===== config.mk =====
export PLATFORM = sky130hd
export DESIGN_NAME = vga_dual_view_ctrl
export DESIGN_NICKNAME = d
export VERILOG_FILES = /design/src/rtl/vga_pkg.sv /design/src/rtl/btn_debounce.sv /design/src/rtl/vga_dual_view_ctrl.sv
export SDC_FILE = /design/constraint.sdc
export NUM_CORES = 1
export LEC_CHECK = 0
export CAP_MARGIN = 0
export CORE_MARGIN = 8
export CORE_UTILIZATION = 24
export CTS_CLUSTER_DIAMETER = 50
export DETAILED_ROUTE_END_ITERATION = 7
export GPL_TIMING_DRIVEN = 0
export PLACE_DENSITY = 0.52
export SYNTH_ARGS = -nofsm -noshare
export SYNTH_HDL_FRONTEND = slang
export SYNTH_SLANG_ARGS = --single-unit

===== constraint.sdc =====
create_clock -name clock_25 -period 3.4 [get_ports clock_25]
set_clock_uncertainty 0.2 [all_clocks]
set_input_delay 0.68 -clock clock_25 [delete_from_list [all_inputs] [get_ports clock_25]]
set_output_delay 0.68 -clock clock_25 [all_outputs]
set_load 0.05 [all_outputs]

===== src/rtl/vga_pkg.sv =====
// Shared types and default constants for the dual-view VGA controller.
// Holds the view FSM encoding, default 640x480@60 timing and overlay colour.
package vga_pkg;

   typedef enum logic [1:0] {
      IDLE    = 2'd0,
      SHOW    = 2'd1,
      COMPARE = 2'd2
   } view_state_t;

   localparam int DEF_H_ACTIVE = 640;
   localparam int DEF_H_FP     = 16;
   localparam int DEF_H_SYNC   = 96;
   localparam int DEF_H_BP     = 48;
   localparam int DEF_V_ACTIVE = 480;
   localparam int DEF_V_FP     = 10;
   localparam int DEF_V_SYNC   = 2;
   localparam int DEF_V_BP     = 33;

   localparam int DEF_IMG_W    = 256;
   localparam int DEF_IMG_H    = 256;
   localparam int DEF_LEFT_X0  = 32;
   localparam int DEF_RIGHT_X0 = 352;
   localparam int DEF_IMG_Y0   = 112;
   localparam int DEF_GRID_N   = 4;
   localparam int DEF_PIX_W    = 24;
   localparam int DEF_DEB_CYC  = 250000;

   localparam logic [23:0] OVERLAY_RGB = 24'hFF0000;

endpackage


===== src/rtl/btn_debounce.sv =====
// Button debouncer: one pulse once the input has been high for DEB_CYCLES.
// The raw input is brought into the clock domain by two flops first.
module btn_debounce #(
   parameter int DEB_CYCLES = 250000
) (
   input  logic clock_25,
   input  logic reset,
   input  logic btn,
   output logic pulse
);

   localparam int CW = $clog2(DEB_CYCLES + 1);

   logic          btn_m;
   logic          btn_s;
   logic [CW-1:0] count;

   always_ff @(posedge clock_25) begin
      if (reset) begin
         btn_m <= 1'b0;
         btn_s <= 1'b0;
         count <= '0;
         pulse <= 1'b0;
      end else begin
         btn_m <= btn;
         btn_s <= btn_m;
         pulse <= 1'b0;
         if (!btn_s) begin
            count <= '0;
         end else if (count != CW'(DEB_CYCLES)) begin
            // saturating at DEB_CYCLES keeps a held button to a single pulse
            count <= count + 1'b1;
            if (count == CW'(DEB_CYCLES - 1))
               pulse <= 1'b1;
         end
      end
   end

endmodule


===== src/rtl/vga_dual_view_ctrl.sv =====
// Dual-view VGA controller: original image left, processed image right.
// Define CURSOR_OVERLAY_EN to draw a red border on the selected tile.
module vga_dual_view_ctrl
   import vga_pkg::*;
#(
   parameter int H_ACTIVE   = DEF_H_ACTIVE,
   parameter int H_FP       = DEF_H_FP,
   parameter int H_SYNC     = DEF_H_SYNC,
   parameter int H_BP       = DEF_H_BP,
   parameter int V_ACTIVE   = DEF_V_ACTIVE,
   parameter int V_FP       = DEF_V_FP,
   parameter int V_SYNC     = DEF_V_SYNC,
   parameter int V_BP       = DEF_V_BP,
   parameter int IMG_W      = DEF_IMG_W,
   parameter int IMG_H      = DEF_IMG_H,
   parameter int LEFT_X0    = DEF_LEFT_X0,
   parameter int RIGHT_X0   = DEF_RIGHT_X0,
   parameter int IMG_Y0     = DEF_IMG_Y0,
   parameter int GRID_N     = DEF_GRID_N,
   parameter int PIX_W      = DEF_PIX_W,
   parameter int DEB_CYCLES = DEF_DEB_CYC
) (
   input  logic                                clock_25,
   input  logic                                reset,
   input  logic                                start,
   input  logic                                proc_done,
   input  logic                                boton_cursor,
   input  logic [PIX_W-1:0]                    data_rom,
   input  logic [PIX_W-1:0]                    data_proc,
   output logic [$clog2(IMG_W*IMG_H)-1:0]      address,
   output logic [7:0]                          red,
   output logic [7:0]                          green,
   output logic [7:0]                          blue,
   output logic                                hsync,
   output logic                                vsync,
   output logic                                n_blank,
   output logic [$clog2(GRID_N*GRID_N)-1:0]    pos_cursor
);

   localparam int H_TOTAL = H_ACTIVE + H_FP + H_SYNC + H_BP;
   localparam int V_TOTAL = V_ACTIVE + V_FP + V_SYNC + V_BP;
   localparam int HW      = $clog2(H_TOTAL);
   localparam int VW      = $clog2(V_TOTAL);
   localparam int AW      = $clog2(IMG_W * IMG_H);
   localparam int CW      = $clog2(GRID_N * GRID_N);
   localparam int XW      = $clog2(IMG_W);
   localparam int YW      = $clog2(IMG_H);
   localparam int TILE_W  = IMG_W / GRID_N;
   localparam int TILE_H  = IMG_H / GRID_N;

   if ((IMG_W % GRID_N) != 0 || (IMG_H % GRID_N) != 0) begin : g_bad_grid
      $error("IMG_W and IMG_H must be multiples of GRID_N");
   end
   if (PIX_W < 24) begin : g_bad_pix
      $error("PIX_W must hold 24-bit RGB");
   end

   logic [HW-1:0] h;
   logic [VW-1:0] v;
   logic          h_last;
   logic          v_last;
   logic          frame_last;

   assign h_last     = (h == HW'(H_TOTAL - 1));
   assign v_last     = (v == VW'(V_TOTAL - 1));
   assign frame_last = h_last && v_last;

   always_ff @(posedge clock_25) begin
      if (reset) begin
         h <= '0;
         v <= '0;
      end else begin
         h <= h_last ? '0 : h + 1'b1;
         if (h_last)
            v <= v_last ? '0 : v + 1'b1;
      end
   end

   view_state_t state, state_next;
   logic        start_pend, start_pend_next;
   logic        done_pend, done_pend_next;
   logic        go_start;
   logic        go_done;

   always_ff @(posedge clock_25) begin
      if (reset) begin
         state      <= IDLE;
         start_pend <= 1'b0;
         done_pend  <= 1'b0;
      end else begin
         state      <= state_next;
         start_pend <= start_pend_next;
         done_pend  <= done_pend_next;
      end
   end

   // requests are held until the frame wraps so a frame never mixes views
   always_comb begin
      go_start        = start_pend | start;
      go_done         = done_pend | proc_done;
      state_next      = state;
      start_pend_next = go_start;
      done_pend_next  = go_done;
      if (frame_last) begin
         start_pend_next = 1'b0;
         done_pend_next  = 1'b0;
         unique case (state)
            IDLE:    if (go_start) state_next = SHOW;
            SHOW:    if (go_done)  state_next = COMPARE;
            COMPARE: if (go_start) state_next = SHOW;
            default: state_next = IDLE;
         endcase
      end
   end

   logic          in_y;
   logic          in_left;
   logic          in_right;
   logic          active;
   logic          hs_n;
   logic          vs_n;
   logic [HW-1:0] lx_full;
   logic [HW-1:0] rx_full;
   logic [VW-1:0] y_full;
   logic [XW-1:0] col_x;
   logic [YW-1:0] row_y;

   assign in_y     = (v >= VW'(IMG_Y0)) && (v < VW'(IMG_Y0 + IMG_H));
   assign in_left  = in_y && (h >= HW'(LEFT_X0)) && (h < HW'(LEFT_X0 + IMG_W));
   assign in_right = in_y && (h >= HW'(RIGHT_X0)) && (h < HW'(RIGHT_X0 + IMG_W));
   assign active   = (h < HW'(H_ACTIVE)) && (v < VW'(V_ACTIVE));
   assign hs_n     = !((h >= HW'(H_ACTIVE + H_FP)) &&
                       (h < HW'(H_ACTIVE + H_FP + H_SYNC)));
   assign vs_n     = !((v >= VW'(V_ACTIVE + V_FP)) &&
                       (v < VW'(V_ACTIVE + V_FP + V_SYNC)));

   assign lx_full = h - HW'(LEFT_X0);
   assign rx_full = h - HW'(RIGHT_X0);
   assign y_full  = v - VW'(IMG_Y0);
   assign col_x   = in_left ? lx_full[XW-1:0] : rx_full[XW-1:0];
   assign row_y   = y_full[YW-1:0];

   // both memories see one address so the two views stay pixel-aligned
   assign address = (in_left || in_right) ?
                    AW'(row_y) * AW'(IMG_W) + AW'(col_x) : '0;

   logic show_left;
   logic show_right;
   logic ovl_hit;

   assign show_left  = in_left && (state != IDLE);
   assign show_right = in_right && (state == COMPARE);

`ifdef CURSOR_OVERLAY_EN
   int   tcol;
   int   trow;
   int   tx;
   int   ty;
   logic on_edge;

   always_comb begin
      tcol    = int'(col_x) / TILE_W;
      trow    = int'(row_y) / TILE_H;
      tx      = int'(col_x) % TILE_W;
      ty      = int'(row_y) % TILE_H;
      on_edge = (tx < 2) || (tx >= TILE_W - 2) ||
                (ty < 2) || (ty >= TILE_H - 2);
      ovl_hit = on_edge && (show_left || show_right) &&
                (CW'(trow * GRID_N + tcol) == pos_cursor);
   end
`else
   assign ovl_hit = 1'b0;
`endif

   logic s1_left;
   logic s1_right;
   logic s1_act;
   logic s1_hs;
   logic s1_vs;
   logic s1_ovl;

   // first stage lines up with the memory read latency
   always_ff @(posedge clock_25) begin
      if (reset) begin
         s1_left  <= 1'b0;
         s1_right <= 1'b0;
         s1_act   <= 1'b0;
         s1_hs    <= 1'b1;
         s1_vs    <= 1'b1;
         s1_ovl   <= 1'b0;
      end else begin
         s1_left  <= show_left;
         s1_right <= show_right;
         s1_act   <= active;
         s1_hs    <= hs_n;
         s1_vs    <= vs_n;
         s1_ovl   <= ovl_hit;
      end
   end

   logic [23:0] pix;

   always_comb begin
      pix = '0;
      if (s1_act) begin
         if (s1_ovl)
            pix = OVERLAY_RGB;
         else if (s1_left)
            pix = data_rom[23:0];
         else if (s1_right)
            pix = data_proc[23:0];
      end
   end

   always_ff @(posedge clock_25) begin
      if (reset) begin
         red     <= '0;
         green   <= '0;
         blue    <= '0;
         hsync   <= 1'b1;
         vsync   <= 1'b1;
         n_blank <= 1'b0;
      end else begin
         red     <= pix[23:16];
         green   <= pix[15:8];
         blue    <= pix[7:0];
         hsync   <= s1_hs;
         vsync   <= s1_vs;
         n_blank <= s1_act;
      end
   end

   logic deb_pulse;

   btn_debounce #(
      .DEB_CYCLES(DEB_CYCLES)
   ) u_deb (
      .clock_25(clock_25),
      .reset   (reset),
      .btn     (boton_cursor),
      .pulse   (deb_pulse)
   );

   always_ff @(posedge clock_25) begin
      if (reset)
         pos_cursor <= '0;
      else if (deb_pulse)
         pos_cursor <= (pos_cursor == CW'(GRID_N * GRID_N - 1)) ?
                       '0 : pos_cursor + 1'b1;
   end

endmodule

==> results of run 1 <==
==> per-stage QoR <==
stage	cell area, um2	utilization (%)
2_1_floorplan	3660	-
3_3_place_gp	4890	32.5
3_5_place_dp	4890	32.5
4_1_cts	5330	35.4
5_1_grt	5300	35.2
6_report	5300	35.2
==> sequential cells by signal, summed over array words and instances (netlist names), 2 cells and up <==
register / cells
blue: 8
green: 8
h: 10
pos_cursor: 4
red: 8
state: 2
u_deb.count: 18
v: 10
==> timing repair <==
item | 4_1_cts | 5_1_grt
pin swaps | 5 | 6
setup buffers | 8 | 5
endpoints found under the setup margin | 16 | 15
resized for setup | 80 | 31
==> worst min path at each step <==
stage	start	to	slack, ns	depth (start not counted)
4_1_cts	s1_hs	hsync	0.21	1
3_5_place_dp	s1_hs	hsync	0.20	1
6_report	s1_hs	hsync	0.21	1
2_1_floorplan	s1_hs	hsync	0.19	1
5_1_grt	s1_hs	hsync	0.22	1
3_3_place_gp	s1_hs	hsync	0.20	1
==> layout make-up <==
type                            count  area (um2)  area share (%)
Tap cell                          188         235            4.44
Sequential cell                    81        1630            30.8
Inverter                           20        75.1            1.42
Timing Repair Buffer              112        1030            19.4
Clock buffer                       11         243            4.58
Multi-Input combinational cell    298        1930            36.4
Clock inverter                      4        53.8            1.02
Buffer                             25         108            2.03
==> cells by family after synthesis <==
| family | synth area share (%) |
|---|---|
| and+or+nand+nor | 26.6 |
| DFF | 44.6 |
| muxes | 0.275 |
| adders and majority gates | 4.33 |
| xor gates and xnor gates | 6.26 |
| buffers and inverters | 4.95 |
| AOI/OAI and AO/OA | 13.0 |
==> placed cells by master, fill, tap and decap left out, types with 10 or more instances in the layout <==
| cell | count |
|---|---|
| clkbuf_1 | 20 |
| xor2_1 | 15 |
| clkdlybuf4s50_1 | 83 |
| xnor2_1 | 10 |
| a22oi_1 | 23 |
| o21ai_0 | 10 |
| nor3_1 | 24 |
| nand4_1 | 13 |
| dfxtp_1 | 78 |
| buf_2 | 11 |
| a21oi_1 | 21 |
| nor2_1 | 58 |
| nand3_1 | 17 |
| buf_4 | 13 |
| nand2_1 | 19 |
| inv_1 | 20 |
==> power by group <==
group / internal (uW) / switching, uW / total [uW]
logic: 64.2 / 38.3 / 103
registers: 957 / 7.18 / 964
clock network: 586 / 382 / 968
total: 1610 / 428 / 2030
==> per-layer routing <==
layer	vias up	GRT usage (%)	wire length (um)
met5	-	0	0
met4	0	3.29	131
met3	13	4.10	568
met2	85	18.8	5080
met1	1617	13.1	4820
li1	1737	-	-
==> worst max-delay path, delay by kind of cell (launching register included) <==
kind                     cells  cell delay, ns
AND/OR/NAND/NOR              3            0.64
adder cells (fa/ha/maj)      2            0.60
flip-flops                   1            0.38
AO/OA/AOI/OAI                2            0.26
buffers and inverters        1            0.18
XOR/XNOR                     1            0.16
==> results by group, run 1 <==
Yosys
  • Most numerous cell in the Yosys netlist: dfxtp_1
  • FFs w/ async S/R, synth: 0%
  • Share of the synthesized area in the top cell type: 44.6%
  • Synth cell count leaders: dfxtp_1 (81), nor2_1 (58), nor3_1 (26)
  • Seq/Total Area, Yosys: 44.6%
  • Seq cells post-synth: 81
  • Ys flop type: dfxtp_1
  • Largest area contributor in the netlist: dfxtp_1
  • Top cells by area, synth: dfxtp_1 (45%), nor2_1 (6.0%), a22oi_1 (4.7%), ha_1 (3.8%), xor2_1 (3.6%)
  • Cell variety after synth: 45
  • Mapped cell area: 0.00364 mm2
  • Synth Net Count: 491
  • EDFF count, synth: 0
  • Syn Area/Cell: 8.54 um2
  • Synth Instances: 426
  • Synth Warn #: 0

Die
  • Die W: 139 um
  • Site Rows: 45
  • Io pins: 100
  • Initial Util: 24.2%
  • Die height: 139 um
  • Die area: 0.0194 mm2
  • Core area: 0.0150 mm2

Status
  • Failing checks: setup timing
  • Status: complete, but fails checks

Drt
  • # DRC: 0
  • Final WL: 10,600 um
  • ANT nets after route: 0
  • Vias: 3,452
  • Routed WL per cell: 14.3 um
  • Vias/cell: 4.67
  • Drt first pass iters: 4
  • Initial DRC count: 189

Clock tree
  • CTS Buffer Depth: 2
  • Hold-fix buffers, CTS: 0
  • Num CTS Buffers: 9
  • Worst-Skew Late Latency: 0.33 ns
  • Clock Tree Root: clkbuf_16
  • Sinks on Clock Net: 81
  • Worst-path clk slew: 0.06 ns
  • CTS tree: built
  • H-tree levels: 3

GRT
  • Initial antenna violation count: 0
  • Vias in the first global route: 3,491
  • Largest net degree at the start of global routing: 14
  • Total track usage: 11.2%
  • First-pass GRT wire length: 17,700 um
  • Global route overflow: 0

Timing
  • Hold slack: 0.211 ns
  • RSZ-0062 raised after global routing: true
  • Hold Vio Cnt, Final: 0
  • Setup TNS: -0.0297 ns
  • Least-Margin Pin Slew: 0.822 ns
  • Final setup viols: 1
  • Final slew viol count: 0
  • Setup slack after layout: -0.0297 ns
  • Slew headroom: 45.1%
  • Fmax: 0.292 GHz
  • Tmin final: 3.43 ns
  • Fin crit share: 101%

Cells and area
  • Final nets: 612
  • Share of cells above drive strength 1: 12.0%
  • Layout fillers: 1,526
  • Synth-to-layout area growth: 45.7%
  • ANT cells: 0
  • Non-filler cells in the finished layout: 739

Power and ir drop
  • LEAKAGE: 0.00182 uW
  • Peak VDD IR: 223 uV
  • Tot Pwr: 2030 uW
  • Power Density: 384 mW/mm2

Setup path
  • R2r setup slk: 0.58 ns
  • Worst Path Arrival: 2.55 ns
  • Setup crit start: v[5]
  • Worst Path Max Fanout: 5
  • Crit Path Category: flop to output pin
  • Reg-to-Reg End: v[0]
  • Crit path launch type: flop
  • Crit. End Element: output pin
  • Worst R2R Path Depth: 7
  • Slowest CP cell: dfxtp_4
  • Critical Path Max Stage Delay: 0.38 ns
  • Req. time, crit path: 2.52 ns
  • Worst flop-to-flop path startpoint: h[0]
  • Setup crit end: address[7]
  • CP cell instances: ha_2 -> a21o_1 -> a211o_1 -> nand3b_1 -> or3_4 -> fa_2 -> xnor2_2 -> nor3_4 -> buf_6

Place
  • HPWL Detailed: 7820 um
  • GPL Wtd Cong: 0.803
  • Post-Place Worst Slack: -1.07 ns
  • Port-buffer cells: 99
  • Placed insts: 713

Hold path
  • Hold Path Class: flop to flop

Run
  • Max_cap viols: 0
Power figures use the tool's default switching activity.
==> run 2: changes to the inputs <==
Clock period 3.4 ns to 4.2 ns, I/O delays scaled along.
==> results by group, run 2 (synthesis gave the netlist of run 1 again) <==
Status
  • Status: finished, final reports clean

Setup path
  • Req. time, crit path: 3.16 ns
  • Critical Path Max Stage Delay: 0.41 ns
  • Worst flop-to-flop path startpoint: h[0]
  • CP dominant cell by count: buf_2
  • Worst Path Max Fanout: 10
  • Crit. End Element: output pin
  • CP top delay family: simple AND/OR/NAND/NOR gates
  • Crit path launch type: flop
  • CP bufs+invs: 2
  • Worst R2R Path Depth: 7
  • Slowest CP cell: or3_1
  • R2r setup slk: 1.45 ns
  • Crit Path Category: flop to output pin
  • Reg-to-Reg End: v[2]
  • Worst Path Arrival: 2.96 ns
  • CP cell instances: buf_2 -> nor4bb_1 -> a211o_1 -> nand3b_1 -> or3_1 -> fa_1 -> xnor2_1 -> nor3_1 -> buf_2

Clock tree
  • CTS tree: built
  • Sinks on Clock Net: 81
  • H-tree levels: 3
  • CTS Buffer Depth: 2
  • Worst-Skew Late Latency: 0.34 ns
  • Worst-path clk slew: 0.06 ns
  • Clock Tree Root: clkbuf_16
  • Num CTS Buffers: 9

Power and ir drop
  • Tot Pwr: 1640 uW
  • Peak VDD IR: 175 uV
  • LEAKAGE: 0.00186 uW
  • Power Density: 316 mW/mm2

Timing
  • Slew headroom: 47.5%
  • Least-Margin Pin Slew: 0.785 ns
  • Fmax: 0.250 GHz
  • Final slew viol count: 0
  • Hold Vio Cnt, Final: 0
  • Tmin final: 4.00 ns
  • Fin crit share: 95.3%
  • Final setup viols: 0
  • RSZ-0062 raised after global routing: false

Die
  • Die W: 139 um
  • Die height: 139 um
  • Core area: 0.0150 mm2
  • Initial Util: 24.2%
  • Site Rows: 45
  • Die area: 0.0194 mm2
  • Io pins: 100

Cells and area
  • Registers with the most flip-flops: u_deb.count (18), h (10), v (10)
  • ANT cells: 0
  • Layout fillers: 1,549
  • Max reg flops: 18
  • Final nets: 602
  • Synth-to-layout area growth: 42.7%
  • Top reg by flops: u_deb.count
  • Commonest non-fill, non-tap cells in the layout: clkdlybuf4s50_1 (88), dfxtp_1 (79), nor2_1 (58), clkbuf_1 (27), nor3_1 (26)
  • Commonest non-fill, non-tap cell in the layout: clkdlybuf4s50_1
  • Post-Layout Inst Area: 0.00519 mm2
  • Share of cells above drive strength 1: 4.98%

GRT
  • Initial antenna violation count: 0
  • Total track usage: 11.0%
  • Largest net degree at the start of global routing: 14
  • First-pass GRT wire length: 17,300 um
  • Vias in the first global route: 3,307
  • Global route overflow: 0

Hold path
  • Sink of the worst hold path: hsync
  • Hold_sp: s1_hs
  • Hold Path Class: flop to flop
  • Hold Crit Depth: 1

Drt
  • Drt first pass iters: 4
  • Routed WL per cell: 14.3 um
  • Final WL: 10,400 um
  • # DRC: 0
  • Vias: 3,420
  • ANT nets after route: 0
  • Initial DRC count: 259
  • Vias/cell: 4.68

Place
  • GPL Wtd Cong: 0.792
  • HPWL Detailed: 7790 um
  • Port-buffer cells: 99
  • Placed standard-cell area: 0.00486 mm2

Run
  • Max_cap viols: 0
run 2: worst max-delay path by stage:
stage / start / to / slack [ns] / cells after the start
3_3_place_gp: v[4] / address[7] / -0.37 / 9
5_1_grt: v[6] / address[7] / 0.03 / 9
4_1_cts: v[4] / address[10] / 0.03 / 8
2_1_floorplan: v[4] / address[7] / 0.04 / 8
3_5_place_dp: v[4] / address[7] / -0.42 / 9
6_report: v[6] / address[7] / 0.20 / 9
run 2: layer usage:
layer  vias to the layer above  wire [um]  track usage (%)
met2                       100       4780             17.8
met1                      1589       4820             13.3
met3                        14        682             4.20
li1                       1717          -                -
met4                         0        166             3.47
met5                         -          0                0
run 2: cell type report:
class / instances / area [um2] / area share (%)
sequential: 81 / 1620 / 31.3
multi-input combinational: 298 / 1840 / 35.5
timing repair buffer: 100 / 1020 / 19.6
inverter: 20 / 75.1 / 1.45
clock buffer: 12 / 236 / 4.56
buffer: 27 / 105 / 2.03
tap: 188 / 235 / 4.53
clock inverter: 4 / 53.8 / 1.04
run 2: through the flow:
step	instances	worst slack [ns]	utilization [%]	setup TNS, ns	hold slack (ns)
after floorplan	426	0.0372	-	0	0.189
after global placement	713	-0.366	32.4	-0.639	0.194
after detailed placement	713	-0.420	32.4	-0.692	0.198
after CTS	730	0.0295	34.4	0	0.209
after global routing	730	0.0320	34.5	0	0.216
final	730	0.199	34.5	0	0.208
run 2: timing repair:
item / CTS / global route
setup endpoints to repair: 11 / 11
setup buffers: 1 / 0
pin swaps: 1 / 0
hold buffers: 0 / 0
resized for setup: 11 / 11
cloned: 0 / 0
run 2: power by group:
part / leakage [uW] / switching (uW) / internal (uW)
clock: 0.000133 / 314 / 462
sequential: 0.000656 / 6.04 / 776
combinational: 0.00107 / 31.4 / 52.0
total: 0.00186 / 352 / 1290
==> run 3: changes to the inputs <==
Settings changed: ABC_AREA set to 0.
==> results of run 3 <==
No change in the layout: final DEF, timing and power equal those of run 2.
